===== src/rtl/word_deserializer_1to8_pkg.sv =====
// rtl/word_deserializer_1to8_pkg.sv - shared constants and types for the 1-to-8 word deserializer
package word_deserializer_1to8_pkg;

    localparam int LANES      = 8;
    localparam int LANE_IDX_W = 3;
    localparam int COUNT_W    = 4;

    typedef logic [LANE_IDX_W-1:0] lane_idx_t;

endpackage


===== src/rtl/word_deserializer_1to8.sv =====
// rtl/word_deserializer_1to8.sv - collects up to 8 stream words into one parallel lane bundle
module word_deserializer_1to8
    import word_deserializer_1to8_pkg::*;
#(
    parameter int WIDTH = 32
) (
    input  logic                   i_clock,
    input  logic                   i_reset,
    input  logic [WIDTH-1:0]       i_data,
    input  logic                   i_valid,
    input  logic                   i_last,
    output logic                   o_ready,
    output logic [LANES*WIDTH-1:0] o_data,
    output logic [COUNT_W-1:0]     o_count,
    output logic                   o_valid,
    input  logic                   i_ready
);

    lane_idx_t                idx_q;
    logic [LANES*WIDTH-1:0]   asm_q;
    logic [LANES*WIDTH-1:0]   group_d;
    logic                     in_beat;
    logic                     out_beat;
    logic                     complete;

    always_comb begin
        o_ready  = !o_valid || i_ready;
        in_beat  = i_valid && o_ready;
        out_beat = o_valid && i_ready;
        complete = in_beat && ((idx_q == lane_idx_t'(LANES - 1)) || i_last);
    end

    // Closing group: lanes below idx come from assembly, lane idx is the live word, the rest are zero.
    always_comb begin
        group_d = '0;
        for (int k = 0; k < LANES; k++) begin
            if (lane_idx_t'(k) < idx_q) begin
                group_d[k*WIDTH +: WIDTH] = asm_q[k*WIDTH +: WIDTH];
            end else if (lane_idx_t'(k) == idx_q) begin
                group_d[k*WIDTH +: WIDTH] = i_data;
            end
        end
    end

    always_ff @(posedge i_clock) begin
        if (!i_reset) begin
            idx_q   <= '0;
            asm_q   <= '0;
            o_data  <= '0;
            o_count <= '0;
            o_valid <= 1'b0;
        end else begin
            if (out_beat) begin
                o_valid <= 1'b0;
                o_count <= '0;
            end
            // A completing beat overrides the drain above so back-to-back groups have no bubble.
            if (complete) begin
                o_data  <= group_d;
                o_count <= {1'b0, idx_q} + COUNT_W'(1);
                o_valid <= 1'b1;
                idx_q   <= '0;
                asm_q   <= '0;
            end else if (in_beat) begin
                asm_q[idx_q*WIDTH +: WIDTH] <= i_data;
                idx_q                       <= idx_q + lane_idx_t'(1);
            end
        end
    end

endmodule


===== config.mk =====
export PLATFORM = sky130hd
export DESIGN_NAME = word_deserializer_1to8
export DESIGN_NICKNAME = d
export VERILOG_FILES = /design/src/rtl/word_deserializer_1to8_pkg.sv /design/src/rtl/word_deserializer_1to8.sv
export SDC_FILE = /design/constraint.sdc
export NUM_CORES = 1
export LEC_CHECK = 0
export CAP_MARGIN = 20
export CORE_ASPECT_RATIO = 2
export CORE_MARGIN = 4
export CORE_UTILIZATION = 54
export DETAILED_ROUTE_END_ITERATION = 10
export PLACE_DENSITY = 0.82
export RECOVER_POWER = 100
export SLEW_MARGIN = 5
export SYNTH_ARGS = -nofsm -noshare
export SYNTH_HDL_FRONTEND = slang
export SYNTH_SLANG_ARGS = --single-unit

===== constraint.sdc =====
create_clock -name i_clock -period 3.46 [get_ports i_clock]
set_input_delay 0.346 -clock i_clock [delete_from_list [all_inputs] [get_ports i_clock]]
set_output_delay 0.346 -clock i_clock [all_outputs]
set_load 0.02 [all_outputs]

# Yosys cells after proc, flatten, opt, wreduce, memory -nomap -nowiden
# Index checks and enable logic that the tools add are counted.
dict set report word_totals {
  word_cells 57
  romBits 0
  latchBits 0
  regBits 520
  out_inout_bits 262
  memories 0
  ram_bits 0
  in_bits 37
}
dict set report op_classes {
  n_mux 21
  shifts 2
  n_lt_le_gt_ge 8
  n_reduce_logical 9
  bitwise_logic 1
  add_sub_neg 3
  n_div 0
  mul 0
  eq_ne 8
}
# cell n
set op_table {}
lappend op_table {{$mux 32} 16}
lappend op_table {{$bwmux 256} 1}
lappend op_table {{$shift 32x34->256 const A} 1}
lappend op_table {{$shiftx 32x34->256} 1}
lappend op_table {{$neg 8->34} 1}
lappend op_table {{$eq 3x3->1 const A} 4}
lappend op_table {{$lt 3x3->1 const A} 4}
lappend op_table {{$mux 4} 2}
lappend op_table {{$eq 2x3->1 const A} 2}
lappend op_table {{$lt 1x3->1 const A} 2}
lappend op_table {{$lt 2x3->1 const A} 2}
lappend op_table {{$add 3x1->4 const B} 1}
lappend op_table {{$add 3x1->3 const B} 1}
lappend op_table {{$eq 1x3->1 const A} 1}
lappend op_table {{$eq 3x3->1 const B} 1}
lappend op_table {{$logic_and 1x1->1} 3}
lappend op_table {{$logic_not 3->1} 1}
lappend op_table {{$logic_or 1x1->1} 2}
lappend op_table {{$mux 1} 2}
lappend op_table {{$reduce_bool 2->1} 1}
lappend op_table {{$reduce_or 2->1} 1}
lappend op_table {{$logic_not 1->1} 1}
lappend op_table {{$not 1->1} 1}

# Depth between registers and ports, before layout
# Gate-level depths: netlist of run 1.
dict set report logic_depth {
  word_depth 5
  ltp_mapped 11
  mapped_depth_nobuf 7
}

# Worst setup path before layout of run 1
# Ideal clock, no wire load.
dict set report synth_path {
  path_kind {reg-to-reg}
  start {register idx_q[0]}
  end {register asm_q[10]}
  setup_time_ns 0.125
  path_buffers 3
  path_slack_ns 0.949
  required_ns 3.335
  arrival_ns 2.386
  path_stages_with_launch 11
  cell_sequence {dfxtp_1 -> buf_2 -> inv_1 -> ha_1 -> ha_1 -> clkbuf_1 -> nor4b_1 -> nand4_1 -> clkbuf_1 -> nand4_1 -> o21ai_0}
}
dict set report synth_via {
  elab_chain_cells 4
}
# item line
set synth_rtl {}
lappend synth_rtl {{from (decl)} word_deserializer_1to8.sv:19} ;# lane_idx_t idx_q;
lappend synth_rtl {{from (signal assigned)} word_deserializer_1to8.sv:66} ;# idx_q <= idx_q + lane_idx_t'(1);
lappend synth_rtl {{branches (longest 4 deep; another with $neg 8->34)} -}
lappend synth_rtl {{to (signal, indexed assignment)} word_deserializer_1to8.sv:65} ;# asm_q[idx_q*WIDTH +: WIDTH] <= i_data;
lappend synth_rtl {{to (decl)} word_deserializer_1to8.sv:20} ;# logic [LANES*WIDTH-1:0] asm_q;
# Several ways; the timed one is not identified.
# A chain may end at the register's enable or synchronous reset.

# Worst setup path in the final report of run 1
dict set report layout_path {
  start {register idx_q[2]}
  end {register asm_q[72]}
}
# Same word-level chain as after synthesis.

==> summary.txt, run 1 <==
Outcome
  – Status: complete, no violations

Route
  – DR vias/cell: 6.153
  – Drt pass-1 iters: 5
  – Residual DRC count: 0
  – Routed WL per cell: 20.68 µm
  – Routed WL: 58860 µm
  – DRT antenna net count: 0
  – Via count: 17520
  – Detailed Route Iter0 Violations: 1287

Clock network
  – Clock Latency Late Sink: 0.56 ns
  – Hold_buf cts: 0
  – CTS sink cnt: 488
  – H-tree depth: 2
  – Clock Path Buffers: 3
  – Root Buffer: clkbuf_16
  – TritonCTS buffer count: 43
  – Reg clk slew, reported paths: 0.07 ns
  – Total setup buffers inserted after CTS: 0
  – TritonCTS clock tree: yes
  – Post_cts resized: 0

Pwr
  – Internal power: 8.944 mW
  – P per Cell Area: 497.4 nW/µm²
  – Clk pwr share: 43.7%
  – Switching Share: 24.43%
  – Switching power total: 2.892 mW
  – Worst VDD drop: 0.0005111 V
  – Combinational power share: 7.8%
  – Sequential power share: 48.6%
  – LEAKAGE: 9.698 nW

Placed design
  – IO Port Bufs: 298
  – DP HPWL: 39560 µm
  – GPL Wtd Cong: 0.9188

Yosys
  – Synth warn: 0
  – Post-synth cell types: 41
  – Syn nets: 2270
  – Register area share after synthesis: 50.70%
  – Top cell type's share of synthesized area: 50.70%
  – Synth Flop Type: dfxtp_1
  – Asr flop ratio synth: 0%
  – Syn_area_per_cell: 8.656 µm²
  – Synth area leaders: dfxtp_1 (51%), a21oi_1 (6.9%), nand2_1 (6.3%)
  – Number of synthesized register bits: 488
  – Leading area contributor after synthesis: dfxtp_1
  – Post-synth EDFFs: 0
  – Post-Syn Area: 19270 µm²
  – Cells after Synth: 2226

Floorplan
  – Die ar.: 38950 µm²
  – Chip Height: 275.1 µm
  – Die X: 141.6 µm
  – Starting Density: 54.74%
  – Io pins: 299
  – Core area: 35200 µm²
  – Floorplan row count: 97

STA
  – RSZ-0062 raised after global routing: false
  – Fin Clk Skew: 0.01178 ns
  – Final worst-path cycle share: 91.05%
  – Setup TNS: 0 ns
  – Slew Limit Fails: 0
  – Max-slew headroom: 15.43%
  – Slew of the pin with the lowest slew margin: 1.269 ns
  – Min Tclk post-route: 3.150 ns
  – FMAX: 317.4 MHz
  – Final Setup Violations: 0
  – Hold Vio Cnt, Final: 0

Global routing
  – GR Overflow Total: 0
  – Vias in the first global route: 17150
  – Initial antenna violation count: 1
  – First-pass GRT wire length: 91780 µm
  – Largest net degree at the start of global routing: 80
  – GRT Util Overall: 28.99%

Finish
  – # fillers: 2801
  – Most frequent cells in the layout: dfxtp_1 (486), nand2_1 (322), a21oi_1 (265)
  – Final core occ: 67.61%
  – # diodes: 0
  – Final nets: 2414
  – Area grow syn2layout: 23.51%
  – Commonest non-fill, non-tap cell in the layout: dfxtp_1
  – Layout cell share with drive strength beyond 1: 7.077%

Setup path
  – Worst Path Arrival: 3.60 ns
  – Critical Path RT: 3.91 ns
  – Worst path max stage delay: 0.76 ns
  – Worst Setup Path Type: flop to flop
  – Critical path fanouts, max: 65
  – Crit. End Element: flop
  – CP Cell Sequence: clkbuf_2 > nor2_1 > nor4_2 > buf_12 > nand2_1 > buf_4 > a31o_2
  – Slowest library cell on the worst path: clkbuf_2
  – Startpoint types: flop

Run
  – Max-Cap Viols: 0

Worst hold path
  – Min-delay worst type: input port to flop
[power groups by stage]
stage	Clock (mW)	Combinational (mW)	Sequential, mW
final	5.17	0.919	5.75
after global routing	5.43	0.990	5.75
after CTS	5.23	0.943	5.75
after detailed placement	0	0.936	5.88
after global placement	0	0.916	5.88
after floorplan	0	0.534	5.91
[final cells by class]
type | count | area, µm² | share of cell area, %
timing repair buffer | 345 | 3385 | 14.22
sequential | 488 | 9772 | 41.06
inverter | 7 | 26.28 | 0.1104
tap | 445 | 556.8 | 2.340
clock buffer | 58 | 1255 | 5.273
clock inverter | 19 | 261.5 | 1.099
multi-input combinational | 1485 | 8542 | 35.89
[final timing paths]
check / start / end / slack [ns] / cells past startpoint
max: idx_q[2] / asm_q[72] / 0.31 / 7
min: i_reset / asm_q[149] / 0.44 / 3
max reg2reg: idx_q[2] / asm_q[72] / 0.31 / 7
min reg2reg: asm_q[164] / asm_q[164] / 0.45 / 2
[Yosys cell counts (all sizes together), types with 2 or more instances]
master and instances:
a211oi 7, a21oi 266, a22o 89, a31o 31, a31oi 32, and3 33, and4 32, buf 62
clkbuf 184, dfxtp 488, ha 7, inv 6, mux2i 64, nand2 324, nand3 136, nand4 35
nor2 151, nor2b 2, nor3 9, nor3b 3, nor4 2, o21ai 122, o2bb2ai 128, or2 3
[metal layers]
layer / share of wire, % / GRT usage (%)
met5: 0.022 / 0
met4: 5.4 / 15.29
met3: 6.4 / 4.088
met2: 51 / 51.71
met1: 37 / 33.21
[state kept, by name (all words and copies together), names as in the netlist]
name	count
o_count	4
idx_q	3
o_valid	1
o_data	256
asm_q	224
[metrics by stage]
stage	total power, mW	setup slack, ns	std cells	area (µm²)	hold WS (ns)
floorplan	6.441	0.9494	2226	19270	0.4366
global placement	6.792	0.5099	2769	22390	0.4415
detailed placement	6.815	0.4272	2769	22390	0.4453
CTS	11.92	0.3872	2846	23900	0.4160
global route	12.17	0.09189	2847	23800	0.4735
finish	11.84	0.3098	2847	23800	0.4426
[logic make-up after synthesis]
logic type	after synthesis	share of synthesized area (%)
compound gates	678	22.79
xor+xnor	1	0.04547
buf+inv	253	5.306
simple gates	735	17.37
fa+ha+maj	7	0.4546
mux	64	3.325
flops	488	50.70
[worst max-delay path, delay by kind of cell, from the launching register on]
family                 cells  cell delay [ns]
buffers and inverters      3             1.34
and+or+nand+nor            3             0.76
DFF                        1             0.61
AOI/OAI and AO/OA          1             0.29
No activity file was read; power rests on OpenSTA's default activity.
==> run 2, diff against run 1 <==
Settings changed: CELL_PAD_IN_SITES_DETAIL_PLACEMENT set to 0, CELL_PAD_IN_SITES_GLOBAL_PLACEMENT set to 1, CORE_UTILIZATION 54 to 40, PLACE_DENSITY 0.82 to 0.81, RECOVER_POWER 100 to not set.
==> summary.txt, run 2 (synthesized netlist as in run 1, its figures left out) <==
Clock network
  – Reg clk slew, reported paths: 0.07 ns (about the same)
  – Post_cts resized: 0 (unchanged)
  – Clock Latency Late Sink: 0.55 ns (was 0.56 ns)
  – Root Buffer: clkbuf_16 (unchanged)
  – Total setup buffers inserted after CTS: 0 (unchanged)
  – H-tree depth: 2 (unchanged)
  – TritonCTS buffer count: 45 (was 43)
  – TritonCTS clock tree: yes (unchanged)
  – Hold_buf cts: 0 (unchanged)
  – CTS sink cnt: 488 (unchanged)
  – Clock Path Buffers: 3 (unchanged)

Placed design
  – Setup WS pre-CTS: 0.5432 ns (was 0.4272 ns)
  – Placed cell area: 22690 µm² (was 22390 µm²)
  – GPL Wtd Cong: 0.8655 (was 0.9188)
  – DP HPWL: 47010 µm (was 39560 µm)
  – IO Port Bufs: 298 (unchanged)

Global routing
  – Global Route met1 Usage: 32.94% (was 33.21%)
  – GR Util met2: 44.90% (was 51.71%)
  – Vias in the first global route: 16930 (was 17150)
  – Initial antenna violation count: 0 (was 1)
  – Global-route met3 utilization: 3.639% (was 4.088%)
  – First-pass GRT wire length: 107000 µm (was 91780 µm)
  – Busiest layer in global routing: met2 (unchanged)
  – GRT Util Overall: 26.42% (was 28.99%)
  – Largest net degree at the start of global routing: 122 (was 80)
  – GR Overflow Total: 0 (unchanged)

Pwr
  – Worst VDD drop: 0.0004029 V (was 0.0005111 V)
  – LEAKAGE: 8.865 nW (was 9.698 nW)
  – P per Cell Area: 493.4 nW/µm² (was 497.4 nW/µm²)
  – Overall Power: 11.94 mW (was 11.84 mW)

Finish
  – Multi-input logic area: 8567 µm² (was 8542 µm²)
  – Final Cell Area: 24190 µm² (was 23800 µm²)
  – Final nets: 2429 (was 2414)
  – # fillers: 4526 (was 2801)
  – Area grow syn2layout: 25.57% (was 23.51%)
  – Most frequent cells in the layout: dfxtp_1 (485), nand2_1 (322), clkdlybuf4s50_1 (297) (was dfxtp_1 (486), nand2_1 (322), a21oi_1 (265))
  – Regs by FF count: o_data: 256 flops, asm_q: 224 flops, o_count: 4 flops (unchanged)
  – Storage cell area: 9773 µm² (was 9772 µm²)
  – Max FFs per register: 256 (unchanged)
  – Commonest non-fill, non-tap cell in the layout: dfxtp_1 (unchanged)
  – Largest register by flop count: o_data (unchanged)
  – # diodes: 0 (unchanged)
  – Layout cell share with drive strength beyond 1: 7.699% (was 7.077%)

Setup path
  – Critical Path RT: 3.86 ns (was 3.91 ns)
  – Crit. End Element: flop (unchanged)
  – Worst Setup Path Type: flop to flop (unchanged)
  – Worst path max stage delay: 0.71 ns (was 0.76 ns)
  – Startpoint types: flop (unchanged)
  – Slowest library cell on the worst path: ha_2 (was clkbuf_2)
  – Critical path fanouts, max: 63 (was 65)
  – CP Cell Sequence: inv_1 > ha_1 > ha_2 > nor4b_1 > nand4_1 > buf_4 > nand4_1 > o21ai_0 (was clkbuf_2 > nor2_1 > nor4_2 > buf_12 > nand2_1 > buf_4 > a31o_2)
  – Worst Path Arrival: 3.36 ns (was 3.60 ns)
  – Most Frequent Cell on Critical Path: nand4_1

Route
  – Via count: 17610 (was 17520)
  – Routed WL: 71600 µm (was 58860 µm)
  – Drt pass-1 iters: 7 (was 5)
  – Routed WL per cell: 23.49 µm (was 20.68 µm)
  – DR vias/cell: 5.778 (was 6.153)
  – Detailed Route Iter0 Violations: 1597 (was 1287)
  – DRT antenna net count: 0 (unchanged)
  – Residual DRC count: 0 (unchanged)

STA
  – Slew Limit Fails: 0 (unchanged)
  – Hold Vio Cnt, Final: 0 (unchanged)
  – Final WS setup: 0.5072 ns (was 0.3098 ns)
  – Final worst-path cycle share: 85.34% (was 91.05%)
  – FMAX: 338.7 MHz (was 317.4 MHz)
  – Setup TNS: 0 ns (unchanged)
  – Max-slew headroom: 23.77% (was 15.43%)
  – Final Setup Violations: 0 (unchanged)
  – Min Tclk post-route: 2.953 ns (was 3.150 ns)
  – Fin Clk Skew: 0.01351 ns (was 0.01178 ns)
  – Slew of the pin with the lowest slew margin: 1.140 ns (was 1.269 ns)
  – RSZ-0062 raised after global routing: false (unchanged)
  – Worst Hold Slack: 0.2891 ns (was 0.4426 ns)

Worst hold path
  – Min-delay worst type: input port to flop (unchanged)

Floorplan
  – Floorplan row count: 113 (was 97)
  – Core area: 47650 µm² (was 35200 µm²)
  – Chip Height: 318.4 µm (was 275.1 µm)
  – Die ar.: 51960 µm² (was 38950 µm²)
  – Starting Density: 40.44% (was 54.74%)
  – Io pins: 299 (unchanged)
  – Die X: 163.2 µm (was 141.6 µm)

Run
  – Max-Cap Viols: 0 (unchanged)

Outcome
  – Status: complete, no violations (unchanged)
-- run 2: cell types whose count changed in the layout (fill, tap and decap cells not counted), moves of 2 or more --
cell             before  now
buf_12                5    8
buf_4                30   52
clkbuf_1              6    8
clkbuf_2              8    0
clkbuf_4              2    0
clkdlybuf4s50_1      35  297
clkinv_2              9    6
clkinv_4              1    3
dlygate4sd3_1       262    0
-- run 2: final cells by class --
cell class | instances | area share [%]
flip-flops and latches | 488 | 40.40
repair buffers | 358 | 14.61
inverters | 7 | 0.1086
well taps | 632 | 3.269
clock inverters | 16 | 0.9154
multi-input cells | 1485 | 35.41
clock buffers | 62 | 5.291
-- run 2: path summary, 6_finish.rpt --
path         startpoint    endpoint  slack, ns  depth (start not counted)
max            idx_q[1]   asm_q[16]       0.51                          8
min             i_reset  o_count[3]       0.29                          3
max reg2reg    idx_q[1]   asm_q[16]       0.51                          8
min reg2reg  asm_q[189]  asm_q[189]       0.46                          2
-- run 2: stage by stage --
stage	cells	utilization, %
2_1_floorplan	2226	-
3_3_place_gp	2969	47.60
3_5_place_dp	2970	47.62
4_1_cts	3048	50.78
5_1_grt	3048	50.78
6_report	3048	50.78
-- run 2: per-layer routing --
| layer | up-vias | routed length [µm] |
|---|---|---|
| met5 | - | 0 |
| met2 | 714 | 35110 |
| met4 | 0 | 3797 |
| li1 | 8246 | - |
| met1 | 8519 | 28090 |
| met3 | 132 | 4605 |
-- run 2: power by group --
group / internal [mW] / total [mW] / switching, mW
clock: 2.96 / 5.15 / 2.19
combinational: 0.285 / 1.04 / 0.760
sequential: 5.69 / 5.74 / 0.0545
-- run 2: worst max-delay path, delay by kind of cell (launching register included) --
kind / cells / cell delay [ns]
adders and majority gates: 2 / 0.93
buffers and inverters: 2 / 0.50
AOI/OAI and AO/OA: 1 / 0.11
DFF: 1 / 0.42
and+or+nand+nor: 3 / 0.81
==> run 3, diff against run 2 <==
Settings changed: GPL_ROUTABILITY_DRIVEN set to 1.
Clock period 3.46 ns to 3.1 ns, I/O delays scaled along.
==> summary.txt, run 3 (synthesized netlist as in run 1, its figures left out) <==
Floorplan
  – Io pins: 299 (unchanged)
  – Die ar.: 51960 µm² (unchanged)
  – Die X: 163.2 µm (unchanged)
  – Starting Density: 40.44% (unchanged)
  – Core area: 47650 µm² (unchanged)
  – Chip Height: 318.4 µm (unchanged)
  – Floorplan row count: 113 (unchanged)

STA
  – Hold Vio Cnt, Final: 0 (unchanged)
  – Slew of the pin with the lowest slew margin: 1.185 ns (was 1.140 ns)
  – FMAX: 397.8 MHz (was 338.7 MHz)
  – Slew Limit Fails: 0 (unchanged)
  – Min Tclk post-route: 2.514 ns (was 2.953 ns)
  – Fin Clk Skew: 0.01000 ns (was 0.01351 ns)
  – Setup TNS: 0 ns (unchanged)
  – RSZ-0062 raised after global routing: false (unchanged)
  – Final WS setup: 0.5862 ns (was 0.5072 ns)
  – Final Setup Violations: 0 (unchanged)
  – Max-slew headroom: 20.74% (was 23.77%)
  – Final worst-path cycle share: 81.09% (was 85.34%)

Placed design
  – DP HPWL: 47510 µm (was 47010 µm)
  – Placed instance count: 2988 (was 2970)
  – GPL Wtd Cong: 0.8835 (was 0.8655)
  – IO Port Bufs: 298 (unchanged)
  – Setup WS pre-CTS: 0.5461 ns (was 0.5432 ns)

Clock network
  – Clock Path Buffers: 3 (unchanged)
  – Clock Latency Late Sink: 0.55 ns (about the same)
  – Reg clk slew, reported paths: 0.06 ns (was 0.07 ns)
  – Total setup buffers inserted after CTS: 0 (unchanged)
  – CTS sink cnt: 488 (unchanged)
  – Hold_buf cts: 0 (unchanged)
  – TritonCTS buffer count: 44 (was 45)
  – Root Buffer: clkbuf_16 (unchanged)
  – TritonCTS clock tree: yes (unchanged)
  – H-tree depth: 2 (unchanged)
  – Post_cts resized: 0 (unchanged)

Route
  – Detailed Route Iter0 Violations: 1610 (was 1597)
  – Residual DRC count: 0 (unchanged)
  – Routed WL: 73240 µm (was 71600 µm)
  – DR vias/cell: 5.810 (was 5.778)
  – Drt pass-1 iters: 6 (was 7)
  – DRT antenna net count: 0 (unchanged)
  – Via count: 17810 (was 17610)
  – Routed WL per cell: 23.89 µm (was 23.49 µm)

Worst hold path
  – Min-delay worst type: input port to flop (unchanged)
  – Hold Path Cell Cnt: 3 (unchanged)
  – WHS Endpoint: o_count[2] (was o_count[3])
  – Hold path startpoint: i_reset (unchanged)

Finish
  – Final nets: 2446 (was 2429)
  – Storage cell area: 9773 µm² (unchanged)
  – Regs by FF count: o_data: 256 flops, asm_q: 224 flops, o_count: 4 flops (unchanged)
  – Most frequent cells in the layout: dfxtp_1 (485), nand2_1 (322), clkdlybuf4s50_1 (297) (unchanged)
  – Layout cell share with drive strength beyond 1: 8.340% (was 7.699%)
  – # fillers: 4472 (was 4526)
  – Area grow syn2layout: 26.40% (was 25.57%)
  – Commonest non-fill, non-tap cell in the layout: dfxtp_1 (unchanged)
  – Max FFs per register: 256 (unchanged)
  – Final core occ: 51.11% (was 50.78%)
  – Multi-input logic area: 8562 µm² (was 8567 µm²)
  – # diodes: 0 (unchanged)
  – Final non-filler cell total: 3066 (was 3048)
  – Largest register by flop count: o_data (unchanged)

Global routing
  – GR Overflow Total: 0 (unchanged)
  – Largest net degree at the start of global routing: 102 (was 122)
  – Initial antenna violation count: 0 (unchanged)
  – GRT Util Overall: 27.25% (was 26.42%)
  – First-pass GRT wire length: 109600 µm (was 107000 µm)
  – Vias in the first global route: 17470 (was 16930)

Run
  – Max-Cap Viols: 0 (unchanged)

Setup path
  – R2R Path End: asm_q[146] (was asm_q[16])
  – R2r startpoint: idx_q[0] (was idx_q[1])
  – Critical path fanouts, max: 21 (was 63)
  – Cell count of the worst reg-to-reg path: 8 (unchanged)
  – Critical Path RT: 3.52 ns (was 3.86 ns)
  – CP Launch Point: idx_q[0] (was idx_q[1])
  – Top cell family by delay on the critical path: adder cells (unchanged)
  – CP Cell Sequence: inv_1 > ha_1 > ha_2 > clkinv_1 > nor3_1 > nand3_2 > buf_12 > mux2i_1 (was inv_1 > ha_1 > ha_2 > nor4b_1 > nand4_1 > buf_4 > nand4_1 > o21ai_0)
  – R2R Setup Slk: 0.59 ns (was 0.51 ns)
  – Buf/Inv on CP: 3 (was 2)
  – Worst Setup Path Type: flop to flop (unchanged)
  – Startpoint types: flop (unchanged)
  – Worst Path Arrival: 2.93 ns (was 3.36 ns)
  – Slowest library cell on the worst path: nand3_2 (was ha_2)
  – Worst path max stage delay: 0.42 ns (was 0.71 ns)
  – Crit. End Element: flop (unchanged)

Pwr
  – LEAKAGE: 8.965 nW (was 8.865 nW)
  – P per Cell Area: 543.4 nW/µm² (was 493.4 nW/µm²)
  – Worst VDD drop: 0.0003665 V (was 0.0004029 V)

Outcome
  – Status: complete, no violations (unchanged)
## run 3: cell types whose count changed in the layout (fill, tap and decap cells not counted)
cell,change
clkbuf_1,+1
clkinv_4,-3
clkinvlp_4,-1
nor2_2,+1
bufinv_16,-1
clkinv_2,+4
buf_12,+6
buf_6,-1
buf_4,+13
nor2_4,-1
## run 3: area by class of cell
class	instances	share of cell area, %
sequential	488	40.13
clock buffer	63	5.271
clock inverter	15	0.7295
multi-input combinational	1485	35.16
inverter	7	0.1079
timing repair buffer	376	15.36
tap	632	3.247
## run 3: worst max-delay path by stage
stage | cells past startpoint | end
after floorplan | 10 | asm_q[10]
after global placement | 6 | asm_q[73]
after detailed placement | 6 | asm_q[85]
after CTS | 8 | asm_q[146]
after global routing | 8 | asm_q[141]
final | 8 | asm_q[146]
## run 3: per-layer routing
layer	track usage, %	part of all wire (%)
met1	32.99	38
met2	44.61	47
met3	5.077	7.2
met4	16.32	7.5
met5	0	0
## run 3: through the flow
stage | area, µm² | power, mW | hold slack [ns]
after floorplan | 19270 | 7.189 | 0.4355
after global placement | 22890 | 7.737 | 0.4422
after detailed placement | 22890 | 7.741 | 0.4458
after CTS | 24350 | 13.33 | 0.2200
after global routing | 24350 | 13.65 | 0.2715
final | 24350 | 13.23 | 0.2405
## run 3: power by group
group          internal [mW]  leakage (nW)  switching (mW)
Combinational          0.339          4.30           0.865
Sequential              6.35          3.94          0.0581
Clock                   3.21         0.726            2.41
Total                   9.90          8.97            3.33
## run 3: tightest hold or removal path: stages
cell     delay, ns
buf_4         0.11
inv_2         0.17
a21oi_1       0.16
